==> src/rtl/mul_booth_arbiter.sv <==
// -----------------------------------------------------------------------------
// mul_booth_arbiter
//
// Shares a single iterative radix-4 Booth multiplier core between NUM_REQ
// requesters. Requests are granted round-robin, one operation in flight at a
// time. For each transaction the granted operands are snapshotted, the core
// is loaded by pulsing its active-low load/reset for one cycle, and the
// controller then waits (with a watchdog) for the core's done flag. The
// result is returned on a valid/ready channel tagged with the requester id.
//
// Ports:
//   i_clk, i_rst_n           clock, synchronous active-low reset
//   i_req_valid/o_req_ready  per-requester handshake (ready is one-hot or 0)
//   i_req_a/i_req_b          packed signed operands, DATA_WIDTH per requester
//   o_rsp_valid/i_rsp_ready  response handshake
//   o_rsp_id/res/cry/err     response payload (err = watchdog expired)
//   o_mul_rst_n              core load/reset, active-low
//   o_mul_a/o_mul_b          core operands (snapshotted)
//   i_mul_end/res/cry        core done flag, product and carry
//   o_busy                   controller is not idle
// -----------------------------------------------------------------------------
module mul_booth_arbiter #(
  parameter int DATA_WIDTH = 8,
  parameter int NUM_REQ    = 4,
  parameter int TIMEOUT    = DATA_WIDTH / 2 + 4
) (
  input  logic                          i_clk,
  input  logic                          i_rst_n,
  input  logic [NUM_REQ-1:0]            i_req_valid,
  output logic [NUM_REQ-1:0]            o_req_ready,
  input  logic [NUM_REQ*DATA_WIDTH-1:0] i_req_a,
  input  logic [NUM_REQ*DATA_WIDTH-1:0] i_req_b,
  output logic                          o_rsp_valid,
  input  logic                          i_rsp_ready,
  output logic [$clog2(NUM_REQ)-1:0]    o_rsp_id,
  output logic [2*DATA_WIDTH-1:0]       o_rsp_res,
  output logic                          o_rsp_cry,
  output logic                          o_rsp_err,
  output logic                          o_mul_rst_n,
  output logic [DATA_WIDTH-1:0]         o_mul_a,
  output logic [DATA_WIDTH-1:0]         o_mul_b,
  input  logic                          i_mul_end,
  input  logic [2*DATA_WIDTH-1:0]       i_mul_res,
  input  logic                          i_mul_cry,
  output logic                          o_busy
);

  localparam int ID_W  = $clog2(NUM_REQ);
  localparam int CNT_W = $clog2(TIMEOUT + 1);

  typedef enum logic [2:0] {
    S_IDLE   = 3'd0,
    S_LOAD   = 3'd1,
    S_SETTLE = 3'd2,
    S_WAIT   = 3'd3,
    S_RESP   = 3'd4
  } state_t;

  // ---------------------------------------------------------------------------
  // Registers
  // ---------------------------------------------------------------------------
  state_t                  r_state;
  logic [ID_W-1:0]         r_ptr;
  logic [DATA_WIDTH-1:0]   r_a;
  logic [DATA_WIDTH-1:0]   r_b;
  logic [ID_W-1:0]         r_id;
  logic                    r_rsp_valid;
  logic [2*DATA_WIDTH-1:0] r_rsp_res;
  logic                    r_rsp_cry;
  logic                    r_rsp_err;
  logic [CNT_W-1:0]        r_wait_cnt;

  // ---------------------------------------------------------------------------
  // Wires
  // ---------------------------------------------------------------------------
  logic [DATA_WIDTH-1:0]   w_req_a [NUM_REQ];
  logic [DATA_WIDTH-1:0]   w_req_b [NUM_REQ];
  logic [NUM_REQ-1:0]      w_mask;
  logic [NUM_REQ-1:0]      w_high;
  logic [ID_W-1:0]         w_grant_idx;
  logic                    w_any_valid;
  logic                    w_idle;
  logic                    w_handshake;
  logic [ID_W-1:0]         w_ptr_next;
  logic [DATA_WIDTH-1:0]   w_sel_a;
  logic [DATA_WIDTH-1:0]   w_sel_b;
  logic [CNT_W-1:0]        w_cnt_next;
  logic                    w_timeout;

  assign w_idle      = (r_state == S_IDLE);
  assign w_any_valid = |i_req_valid;

  // Unpack the per-requester operand slices, and build the round-robin mask
  // that keeps only requesters at or above the pointer.
  generate
    for (genvar gi = 0; gi < NUM_REQ; gi++) begin : g_req
      assign w_req_a[gi] = i_req_a[gi*DATA_WIDTH +: DATA_WIDTH];
      assign w_req_b[gi] = i_req_b[gi*DATA_WIDTH +: DATA_WIDTH];
      assign w_mask[gi]  = (ID_W'(gi) >= r_ptr);
    end
  endgenerate

  // Round-robin grant: lowest valid index at/above the pointer; if none,
  // wrap around and take the lowest valid index overall. Loops run from the
  // top down so the lowest matching index is the last assignment.
  always_comb begin
    w_high      = i_req_valid & w_mask;
    w_grant_idx = '0;
    for (int i = NUM_REQ - 1; i >= 0; i--) begin
      if (i_req_valid[i]) begin
        w_grant_idx = ID_W'(i);
      end
    end
    for (int i = NUM_REQ - 1; i >= 0; i--) begin
      if (w_high[i]) begin
        w_grant_idx = ID_W'(i);
      end
    end
  end

  // Operand mux for the granted requester.
  always_comb begin
    w_sel_a = '0;
    w_sel_b = '0;
    for (int i = 0; i < NUM_REQ; i++) begin
      if (w_grant_idx == ID_W'(i)) begin
        w_sel_a = w_req_a[i];
        w_sel_b = w_req_b[i];
      end
    end
  end

  // Ready is offered only while idle and out of reset, and only to the grant.
  generate
    for (genvar gi = 0; gi < NUM_REQ; gi++) begin : g_ready
      assign o_req_ready[gi] = i_rst_n & w_idle & w_any_valid &
                               (w_grant_idx == ID_W'(gi));
    end
  endgenerate

  assign w_handshake = |(i_req_valid & o_req_ready);
  assign w_ptr_next  = (w_grant_idx == ID_W'(NUM_REQ - 1)) ?
                       '0 : (w_grant_idx + ID_W'(1));

  // Watchdog: w_cnt_next is the 1-based number of the current WAIT cycle.
  assign w_cnt_next = r_wait_cnt + CNT_W'(1);
  assign w_timeout  = (w_cnt_next == CNT_W'(TIMEOUT));

  // ---------------------------------------------------------------------------
  // Controller FSM
  // ---------------------------------------------------------------------------
  always_ff @(posedge i_clk) begin
    if (!i_rst_n) begin
      r_state     <= S_IDLE;
      r_ptr       <= '0;
      r_a         <= '0;
      r_b         <= '0;
      r_id        <= '0;
      r_rsp_valid <= 1'b0;
      r_rsp_res   <= '0;
      r_rsp_cry   <= 1'b0;
      r_rsp_err   <= 1'b0;
      r_wait_cnt  <= '0;
    end else begin
      case (r_state)
        S_IDLE: begin
          if (w_handshake) begin
            r_a     <= w_sel_a;
            r_b     <= w_sel_b;
            r_id    <= w_grant_idx;
            r_ptr   <= w_ptr_next;
            r_state <= S_LOAD;
          end
        end

        // Core samples the operands at the end of this cycle.
        S_LOAD: begin
          r_wait_cnt <= '0;
          r_state    <= S_SETTLE;
        end

        // The core's done flag is still the previous operation's value here.
        S_SETTLE: begin
          r_state <= S_WAIT;
        end

        S_WAIT: begin
          r_wait_cnt <= w_cnt_next;
          if (i_mul_end) begin
            r_rsp_res   <= i_mul_res;
            r_rsp_cry   <= i_mul_cry;
            r_rsp_err   <= 1'b0;
            r_rsp_valid <= 1'b1;
            r_state     <= S_RESP;
          end else if (w_timeout) begin
            r_rsp_res   <= '0;
            r_rsp_cry   <= 1'b0;
            r_rsp_err   <= 1'b1;
            r_rsp_valid <= 1'b1;
            r_state     <= S_RESP;
          end
        end

        S_RESP: begin
          if (i_rsp_ready) begin
            r_rsp_valid <= 1'b0;
            r_state     <= S_IDLE;
          end
        end

        default: begin
          r_state <= S_IDLE;
        end
      endcase
    end
  end

  // ---------------------------------------------------------------------------
  // Outputs
  // ---------------------------------------------------------------------------
  // The core is held in reset together with the controller.
  assign o_mul_rst_n = i_rst_n & (r_state != S_LOAD);
  assign o_mul_a     = r_a;
  assign o_mul_b     = r_b;
  assign o_rsp_valid = r_rsp_valid;
  assign o_rsp_id    = r_id;
  assign o_rsp_res   = r_rsp_res;
  assign o_rsp_cry   = r_rsp_cry;
  assign o_rsp_err   = r_rsp_err;
  assign o_busy      = (r_state != S_IDLE);

endmodule
==> config.mk <==
export PLATFORM = sky130hd
export DESIGN_NAME = mul_booth_arbiter
export DESIGN_NICKNAME = d
export VERILOG_FILES = /design/src/rtl/mul_booth_arbiter.sv
export SDC_FILE = /design/constraint.sdc
export NUM_CORES = 1
export LEC_CHECK = 0
export CELL_PAD_IN_SITES_DETAIL_PLACEMENT = 2
export CELL_PAD_IN_SITES_GLOBAL_PLACEMENT = 2
export CORE_AREA = 2 2 90 92
export DETAILED_ROUTE_END_ITERATION = 16
export DIE_AREA = 0 0 92 94
export DONT_BUFFER_PORTS = 1
export PLACE_DENSITY = 0.72
export RECOVER_POWER = 25
export SYNTH_ARGS = -nofsm -noshare
export SYNTH_HDL_FRONTEND = slang
export SYNTH_SLANG_ARGS = --single-unit
export TNS_END_PERCENT = 30
==> constraint.sdc <==
create_clock -name i_clk -period 3.4 [get_ports i_clk]
set_clock_uncertainty 0.15 [all_clocks]
set_input_delay 1.02 -clock i_clk [delete_from_list [all_inputs] [get_ports i_clk]]
set_output_delay 1.02 -clock i_clk [all_outputs]
set_load 0.01 [all_outputs]
==> metrics.txt, run 1 <==
Worst setup EP type primary output; Peak supply drop 0.0001786 V; number of routed nets with antenna violations 0; DPL Wire Length 5194 µm; Leak 0.8484 nW; vias per inst between 5 and 6; largest cells by area after synthesis dfxtp_1 41%, a22o_1 7.5%, a21oi_1 6.3%; Worst Hold Class reg -> reg; Reg clk slew, reported paths about 100 ps; ANT cells 0; Post-route DRC 0; Post-Syn Area 2228 µm²; Site Rows 32; largest net degree at the start of global routing 34; DP Area 2360 µm²; final hold violations 0; first-pass GRT wire length 10720 µm; Synth Area in XOR/XNOR 0.3930%; chip height roughly 94 µm; RSZ-0062 raised after global routing false; Placed Cells 344; Clk pwr share 27.4%; Synth Area in Simple Gates 18.92%; number of port buffers 0; Flop pwr share 48.1%; Commonest cells post-synth 46 x dfxtp_1, 28 x a21oi_1, 25 x nand2_1, 19 x a22o_1; fin nets approximately 340; Cell variety after synth 39; cell family with most CP delay compound AO/OA/AOI/OAI gates; Initial DRC Count 23; most frequent cell after synthesis dfxtp_1; status finished clean; vias post-DR 2010; Avg Inst Size Synth 8.843 µm²; Initial Util 29.29%; Top FF cell, synth dfxtp_1; routability cong. 0.8003; root buffer cell clkbuf_8; Seq cells post-synth 46; Synth area leader dfxtp_1; FFs w/ async S/R, synth 0%; complex-gate fraction of the synthesized area 31.61%; fin area about 2500 µm²; die area 8648 µm²; DR WL/cell ~20 µm; slew margin rel. 7.221%; worst path bufs/invs 1; total negative setup slack 0 ps; clock sink count between 40 and 50; total power draw between 1 and 1.5 mW; top cell type's share of synthesized area 41.33%; Post-Synthesis Cells 252; Tcrit/Tclk final a little over nine tenths; layout cells sized above 1 10.80%; critical path cell sequence nor2b_1, a21o_1, a211oi_4, inv_1, ha_1, and3_1; GRT Overall Usage 15.54%; final setup vio count 0; Ys Warns 0; internal power 0.8534 mW; Max Cap Viol 0; CTS tree built; WL final 6891 µm; number of global-route vias before repair 2106; Net Count, Synth 346; hold path depth 2; worst skew pair latency 300 ps; area of the core 7607 µm²; final core utilization 32.32%; worst slew pin tran 1392 ps; clock period minus worst slack around 3300 ps; CP max stage cell a211oi_4; part of the Yosys area used for sequential elements 41.33%; slowest stage delay, CP 280 ps; multiplexer share of the synthesized area 0%; Initial DRT Pass Iterations 4; Sw Ratio 34.07%; P per Cell Area 526.5 nW/µm²; count of flip-flops with a built-in enable after synthesis 0; CP arrival roughly 2200 ps; crit start category primary input; Slew Limit Fails 0; Synth Area in Adders under 10%; max frequency ~300 MHz; area added between synthesis and finish 10.33%; CTS Buffer Depth 2; R2R cell count 7; total gr overflow 0; Final Instance Count excl. Fillers between 300 and 400; IO Count 132; reg2reg start r_ptr[1]; Worst Path Required between 2000 and 2500 ps; initial antenna violation count 0; Gate power share 24.5%; HP Start o_mul_a[4]; total CTS buffers 5; # H-tree levels 2; Critical R2R Capture r_ptr[0]; Die W around 92 µm; hold-fix buffers at CTS 0; FF-to-FF setup slack 750 ps; critical path class in -> out; Psw 0.4410 mW; Post-CTS Setup Bufs 0; CP Max Fanout 4; Worst Hold End o_mul_a[4]; largest family of logic cells by synthesized area compound AO/OA/AOI/OAI gates
[cell usage in the layout (no fill, tap or decap), types with 2 or more instances in the layout]
cell and n:
ha_1 3, nand2b_1 4, nand3b_1 4, clkbuf_8 5, o22ai_1 15, a221oi_1 16
inv_1 7, a21o_1 2, ha_2 2, nand2_1 25, nor2_1 9, nor2b_1 3
a22o_1 19, o21ai_0 5, or2_2 3, or3_1 16, and3_1 4, a211oi_1 2
a21oi_1 28, nand3_1 2, clkinvlp_4 2, dfxtp_1 46, buf_4 5
[flip-flops by register name, summed over array words and instances (netlist names)]
| name | cells |
|---|---|
| o_mul_a | 8 |
| o_mul_b | 8 |
| o_rsp_cry | 1 |
| o_rsp_err | 1 |
| o_rsp_id | 2 |
| o_rsp_res | 16 |
| o_rsp_valid | 1 |
| r_ptr | 2 |
| r_state | 3 |
| r_wait_cnt | 4 |
[final cells by class]
cell class	instances	area [µm²]
multi-input cells	181	1226
repair buffers	7	61.31
flip-flops and latches	46	920.9
well taps	102	127.6
clock buffers	5	68.82
clock inverters	3	23.77
inverters	8	30.03
fillers	857	5149
[power groups by stage]
stage | clock network, mW | registers (mW) | logic [mW]
2_1_floorplan | 0 | 0.620 | 0.254
3_3_place_gp | 0 | 0.635 | 0.307
4_1_cts | 0.370 | 0.624 | 0.319
5_1_grt | 0.389 | 0.630 | 0.356
6_report | 0.354 | 0.623 | 0.317
3_5_place_dp | 0 | 0.636 | 0.319
[metal layers]
| metal | share of wire (%) | routed length, µm | track usage (%) | up-vias |
|---|---|---|---|---|
| met3 | 7.1 | 491 | 4.575 | 5 |
| li1 | - | - | - | 947 |
| met2 | 53 | 3642 | 29.29 | 84 |
| met4 | 0.90 | 62 | 3.731 | 0 |
| met1 | 39 | 2694 | 17.08 | 974 |
| met5 | 0 | 0 | 0 | - |
[worst max path at each step]
stage	start	endpoint	slack (ps)	depth (start not counted)
2_1_floorplan	i_req_valid[2]	o_req_ready[1]	20	7
3_3_place_gp	i_req_valid[2]	o_req_ready[2]	100	6
3_5_place_dp	i_req_valid[2]	o_req_ready[2]	10	6
4_1_cts	i_req_valid[2]	o_req_ready[2]	10	6
5_1_grt	i_req_valid[2]	o_req_ready[0]	10	6
6_report	i_req_valid[2]	o_req_ready[0]	60	6
[kinds of logic after synthesis]
family / Yosys count
AOI/OAI and AO/OA: 98
DFF: 46
adders and majority gates: 5
and+or+nand+nor: 77
buffers and inverters: 25
xor gates and xnor gates: 1
[what timing repair did]
action / CTS / global route
setup endpoints to repair: 0 / 3
hold endpoints to repair: 0 / 0
gates resized for setup: 0 / 2
[tightest hold or removal path: stages (launching register included)]
cell and delay [ps]:
dfxtp_1 350, nand2_1 70, a21oi_1 50
[per-stage QoR]
stage	worst slack (ps)	hold slack, ps
after floorplan	17.14	312.8
after global placement	104.0	337.0
after detailed placement	11.46	349.4
after CTS	11.09	364.7
after global routing	12.60	396.9
final	64.92	358.9
(Power assumes the default switching activity.)
==> run 2: changes to the inputs <==
--- a/config.mk
+++ b/config.mk
@@ -13,6 +13,7 @@
 export DONT_BUFFER_PORTS = 1
 export PLACE_DENSITY = 0.72
 export RECOVER_POWER = 25
+export SETUP_SLACK_MARGIN = 0.3
 export SYNTH_ARGS = -nofsm -noshare
 export SYNTH_HDL_FRONTEND = slang
 export SYNTH_SLANG_ARGS = --single-unit
==> run 2 against run 1 <==
Compared with the run above: setup slack better by 53 ps; combinational power is 14% higher; final cell count is 1.7% higher.
==> metrics.txt, run 2 (same netlist as run 1, synthesis figures left out) <==
status finished clean; routability cong. 0.8126 (+1.5%); # H-tree levels 2 (unchanged); Post-route DRC 0 (unchanged); Largest register FFs 16 (unchanged); largest net degree at the start of global routing 32 (-5.9%); chip height 94 µm (unchanged); R2R cell count 11 (+4); GRT Overall Usage 16.14% (+0.61 points); number of port buffers 0 (unchanged); RSZ-0062 raised after global routing true; slowest stage delay, CP 300 ps (+20 ps); WL final 7313 µm (+6.1%); Worst Path Required 2230 ps (about the same); cell family with most CP delay compound AO/OA/AOI/OAI gates; DR WL/cell 20.43 µm (+4.3%); Site Rows 32 (unchanged); slew margin rel. 4.452% (-2.8 points); CTS Buffer Depth 2 (unchanged); DPL Wire Length 5295 µm (+1.9%); total gr overflow 0 (unchanged); CTS tree built; area added between synthesis and finish 15.83%; total negative setup slack 0 ps (unchanged); Reg clk slew, reported paths 90 ps (about the same); critical path class in -> out; Leak 0.8865 nW (+4.5%); Peak supply drop 0.0001799 V (+0.69%); root buffer cell clkbuf_8; commonest cells after routing, fill and taps aside 46 x dfxtp_1, 26 x a21oi_1, 25 x nand2_1; initial antenna violation count 1 (+1); P per Cell Area 519.4 nW/µm² (-1.3%); first-pass GRT wire length 10960 µm (+2.3%); Die W 92 µm (unchanged); leading cell type in the layout, fill and taps excluded dfxtp_1; critical path cell sequence nor2b_4, a21o_1, a211oi_4, buf_4, ha_4, and3_4; fillers 841 (-1.9%); vias post-DR 2052 (+2.1%); area of the core 7607 µm² (unchanged); worst path bufs/invs 1 (unchanged); CP arrival 2110 ps (-60 ps); worst slew pin tran 1433 ps (+41.54 ps); clock sink count 46 (unchanged); final hold violations 0 (unchanged); worst skew pair latency 300 ps (about the same); number of routed nets with antenna violations 0 (unchanged); hold-fix buffers at CTS 0 (unchanged); DP Worst Slack 81.53 ps (+70.07 ps); CP max stage cell a211oi_4; max frequency 304.7 MHz (+1.6%); IO Count 132 (unchanged); Max Cap Viol 0 (unchanged); Initial DRC Count 27 (+17%); Initial Util 29.29% (unchanged); Worst Hold Class reg -> reg; number of stages on the worst setup path 6 (unchanged); fin nets 348 (+1.5%); number of global-route vias before repair 2128 (+1.0%); clock period minus worst slack 3282 ps (-52.78 ps); total CTS buffers 5 (unchanged); die area 8648 µm² (unchanged); Initial DRT Pass Iterations 4 (unchanged); crit start category primary input; CP Max Fanout 4 (unchanged); setup ws final 117.7 ps (+52.78 ps); layout cells sized above 1 16.08% (+5.3 points); Worst setup EP type primary output; Slew Limit Fails 0 (unchanged); vias per inst 5.732 (+0.38%); final setup vio count 0 (unchanged); hold path depth 2 (unchanged); Tcrit/Tclk final 96.54% (-1.6 points)
## run 2: worst paths after layout
check                                 endpoint  slack, ps           start
worst max register to register      o_mul_a[2]        700        r_ptr[0]
worst max-delay path            o_req_ready[3]        120  i_req_valid[2]
worst min register to register      o_mul_a[0]        360      o_mul_a[0]
worst min-delay path                o_mul_a[0]        360      o_mul_a[0]
## run 2: stage by stage
step	util, %	hold WS [ps]	instance area, µm²	total power [mW]	instances
after floorplan	-	320.6	2281	0.8798	252
after global placement	31.51	336.2	2397	0.9599	345
after detailed placement	31.51	353.4	2397	0.9723	345
after CTS	32.94	367.4	2506	1.345	353
after global routing	33.93	391.8	2581	1.436	358
final	33.93	360.2	2581	1.341	358
## run 2: worst reg2reg max path, stage by stage, from the launching register on
cell and delay [ps]:
dfxtp_1 410, nor2b_4 60, a21o_1 190, a211oi_4 300, buf_4 170, ha_4 130
buf_4 100, a22o_1 200, o211ai_4 160, buf_12 210, or3_1 390, a21oi_1 140
## run 2: report_power, final
group | total (mW) | switching (mW) | internal [mW]
logic | 0.360 | 0.200 | 0.160
registers | 0.624 | 0.0512 | 0.573
clock network | 0.356 | 0.193 | 0.164
## run 2: what timing repair did
action,CTS,global route
setup buffers,0,4
setup endpoints to repair,4,4
pin swaps,0,3
gates resized for setup,3,8
## run 2: cell type report
class | count | area [µm²] | share of cell area [%]
Antenna cell | 1 | 2.502 | 0.09695
Clock buffer | 6 | 82.58 | 3.199
Clock inverter | 2 | 12.51 | 0.4847
Inverter | 8 | 30.03 | 1.163
Multi-Input combinational cell | 181 | 1294 | 50.12
Sequential cell | 46 | 920.9 | 35.68
Tap cell | 102 | 127.6 | 4.944
Timing Repair Buffer | 12 | 111.4 | 4.314
## run 2: routing by layer
layer / GRT usage [%] / routed length (µm) / vias to the layer above
met5: 0 / 0 / -
met4: 4.478 / 87 / 0
met2: 27.63 / 3576 / 106
li1: - / - / 958
met3: 7.464 / 810 / 8
met1: 18.10 / 2838 / 980
==> run 3: changes to the inputs <==
--- a/config.mk
+++ b/config.mk
@@ -7,9 +7,9 @@
 export LEC_CHECK = 0
 export CELL_PAD_IN_SITES_DETAIL_PLACEMENT = 2
 export CELL_PAD_IN_SITES_GLOBAL_PLACEMENT = 2
-export CORE_AREA = 2 2 90 92
+export CORE_AREA = 2 2 69 120
 export DETAILED_ROUTE_END_ITERATION = 16
-export DIE_AREA = 0 0 92 94
+export DIE_AREA = 0 0 71 122
 export DONT_BUFFER_PORTS = 1
 export PLACE_DENSITY = 0.72
 export RECOVER_POWER = 25
==> run 3 against run 2 <==
Compared with the run above: combinational power decreased by 4%; clock-buffer cell count unchanged; critical endpoint is now o_req_ready[2]; non-clock buffer count decreased by 5; utilization decreased by 1.0 points; final cell count decreased by 5.0%; wire length decreased by 2.6%; sequential share of layout area increased by 0.19 points.
==> metrics.txt, run 3 (same netlist as run 1, synthesis figures left out) <==
status finished clean; gr busiest metal met2; worst skew pair latency 290 ps (about the same); area added between synthesis and finish 15.22%; met2 Usage GRT 31.78% (+4.1 points); clock period minus worst slack 3294 ps (+11.55 ps); largest net degree at the start of global routing 34 (+6.3%); fillers 889 (+5.7%); die area 8662 µm² (+0.16%); area of the core 7801 µm² (+2.5%); slew margin rel. 26.15% (+22 points); CTS tree built; fin nets 343 (-1.4%); root buffer cell clkbuf_16; number of port buffers 0 (unchanged); worst slew pin tran 1101 ps (-332.1 ps); Peak supply drop 0.0002296 V (+28%); CTS Buffer Depth 2 (unchanged); DP Area 2375 µm² (-0.94%); crit start category primary input; Site Rows 43 (+34%); WL final 7123 µm (-2.6%); first-pass GRT wire length 10660 µm (-2.8%); DR WL/cell 20.95 µm (+2.6%); Leak 0.8947 nW (+0.93%); chip height 122 µm (+30%); clock sink count 46 (unchanged); Initial DRT Pass Iterations 4 (unchanged); Initial Util 28.56% (-0.73 points); Worst Path Required 2230 ps (about the same); Reg clk slew, reported paths 60 ps (-30 ps); GRT Overall Usage 15.96% (-0.18 points); IO Count 132 (unchanged); final hold violations 0 (unchanged); layout cells sized above 1 13.25% (-2.8 points); initial antenna violation count 1 (unchanged); Tcrit/Tclk final 96.88% (+0.34 points); Max Cap Viol 0 (unchanged); routability cong. 0.7598 (-6.5%); number of routed nets with antenna violations 0 (unchanged); Worst Hold Class reg -> reg; CP max stage cell a211oi_4; CP Max Fanout 6 (+2); FF-to-FF setup slack 750 ps (+50 ps); total gr overflow 0 (unchanged); vias per inst 5.994 (+4.6%); fin area 2567 µm² (-0.53%); final setup vio count 0 (unchanged); critical path cell sequence nor2b_4, a21o_1, a211oi_4, inv_1, ha_2, and3_1; total CTS buffers 5 (unchanged); M3 GR Usage 4.880% (-2.6 points); slowest stage delay, CP 270 ps (-30 ps); Largest register FFs 16 (unchanged); Worst setup EP type primary output; Initial DRC Count 46 (+70%); CP arrival 2120 ps (about the same); Post-route DRC 0 (unchanged); total negative setup slack 0 ps (unchanged); DPL Wire Length 5455 µm (+3.0%); max frequency 303.6 MHz (-0.35%); RSZ-0062 raised after global routing true; number of global-route vias before repair 2154 (+1.2%); Post-CTS Setup Bufs 0 (unchanged); Slew Limit Fails 0 (unchanged); Die W 71 µm (-23%); hold slack 355.4 ps (-4.824 ps); # H-tree levels 2 (unchanged); leading cell type in the layout, fill and taps excluded dfxtp_1; hold-fix buffers at CTS 0 (unchanged); met1 global-route usage 14.77% (-3.3 points); commonest cells after routing, fill and taps aside 46 x dfxtp_1, 26 x a21oi_1, 25 x nand2_1; total power draw 1.529 mW (+14%); critical path class in -> out; P per Cell Area 595.4 nW/µm² (+15%); vias post-DR 2038 (-0.68%)
[run 3: cell count changes in the layout (fill, tap and decap cells not counted)]
cell	previous run	this run
ha_4	3	0
and3_4	3	2
clkinvlp_4	1	0
ha_2	1	4
clkinv_2	1	0
clkbuf_16	0	5
inv_1	5	6
buf_4	9	4
bufinv_16	0	1
inv_2	2	1
and3_1	2	3
clkbuf_8	6	1
[run 3: repair_timing]
item / CTS / global route
resized for setup: 5 / 0
endpoints found under the setup margin: 4 / 6
gates cloned: 0 / 0
[run 3: worst max-delay path, delay by kind of cell]
| family | cells | cell delay [ps] |
|---|---|---|
| and+or+nand+nor | 2 | 310 |
| buffers and inverters | 1 | 110 |
| AOI/OAI and AO/OA | 2 | 460 |
| adders and majority gates | 1 | 220 |
[run 3: stage by stage]
step | utilization, % | setup WS (ps) | instances
6_report | 32.91 | 106.1 | 340
4_1_cts | 32.93 | 103.1 | 339
3_5_place_dp | 30.44 | 59.09 | 332
3_3_place_gp | 30.44 | 118.7 | 332
5_1_grt | 32.91 | 37.72 | 340
2_1_floorplan | - | 26.99 | 252
[run 3: worst paths after layout]
path                   from              to  cells after the start
min             o_rsp_id[1]     o_rsp_id[1]                      2
min reg2reg     o_rsp_id[1]     o_rsp_id[1]                      2
max reg2reg        r_ptr[1]        r_ptr[0]                      8
max          i_req_valid[2]  o_req_ready[2]                      6
[run 3: layout make-up]
type	instances	area, µm²	area share (%)
Clock buffer	6	138.9	5.409
Clock inverter	1	30.03	1.170
Timing Repair Buffer	7	73.82	2.875
Inverter	8	30.03	1.170
Antenna cell	1	2.502	0.09747
Sequential cell	46	920.9	35.87
Tap cell	90	112.6	4.386
Multi-Input combinational cell	181	1259	49.03
[run 3: per-layer routing]
metal | vias to the layer above | part of all wire, %
li1 | 943 | -
met1 | 995 | 35
met5 | - | 0
met2 | 96 | 55
met3 | 4 | 8.6
met4 | 0 | 1.1
[run 3: where the power goes]
group	internal (mW)	total (mW)	switching (mW)
combinational	0.148	0.345	0.197
clock	0.363	0.559	0.196
sequential	0.574	0.625	0.0512
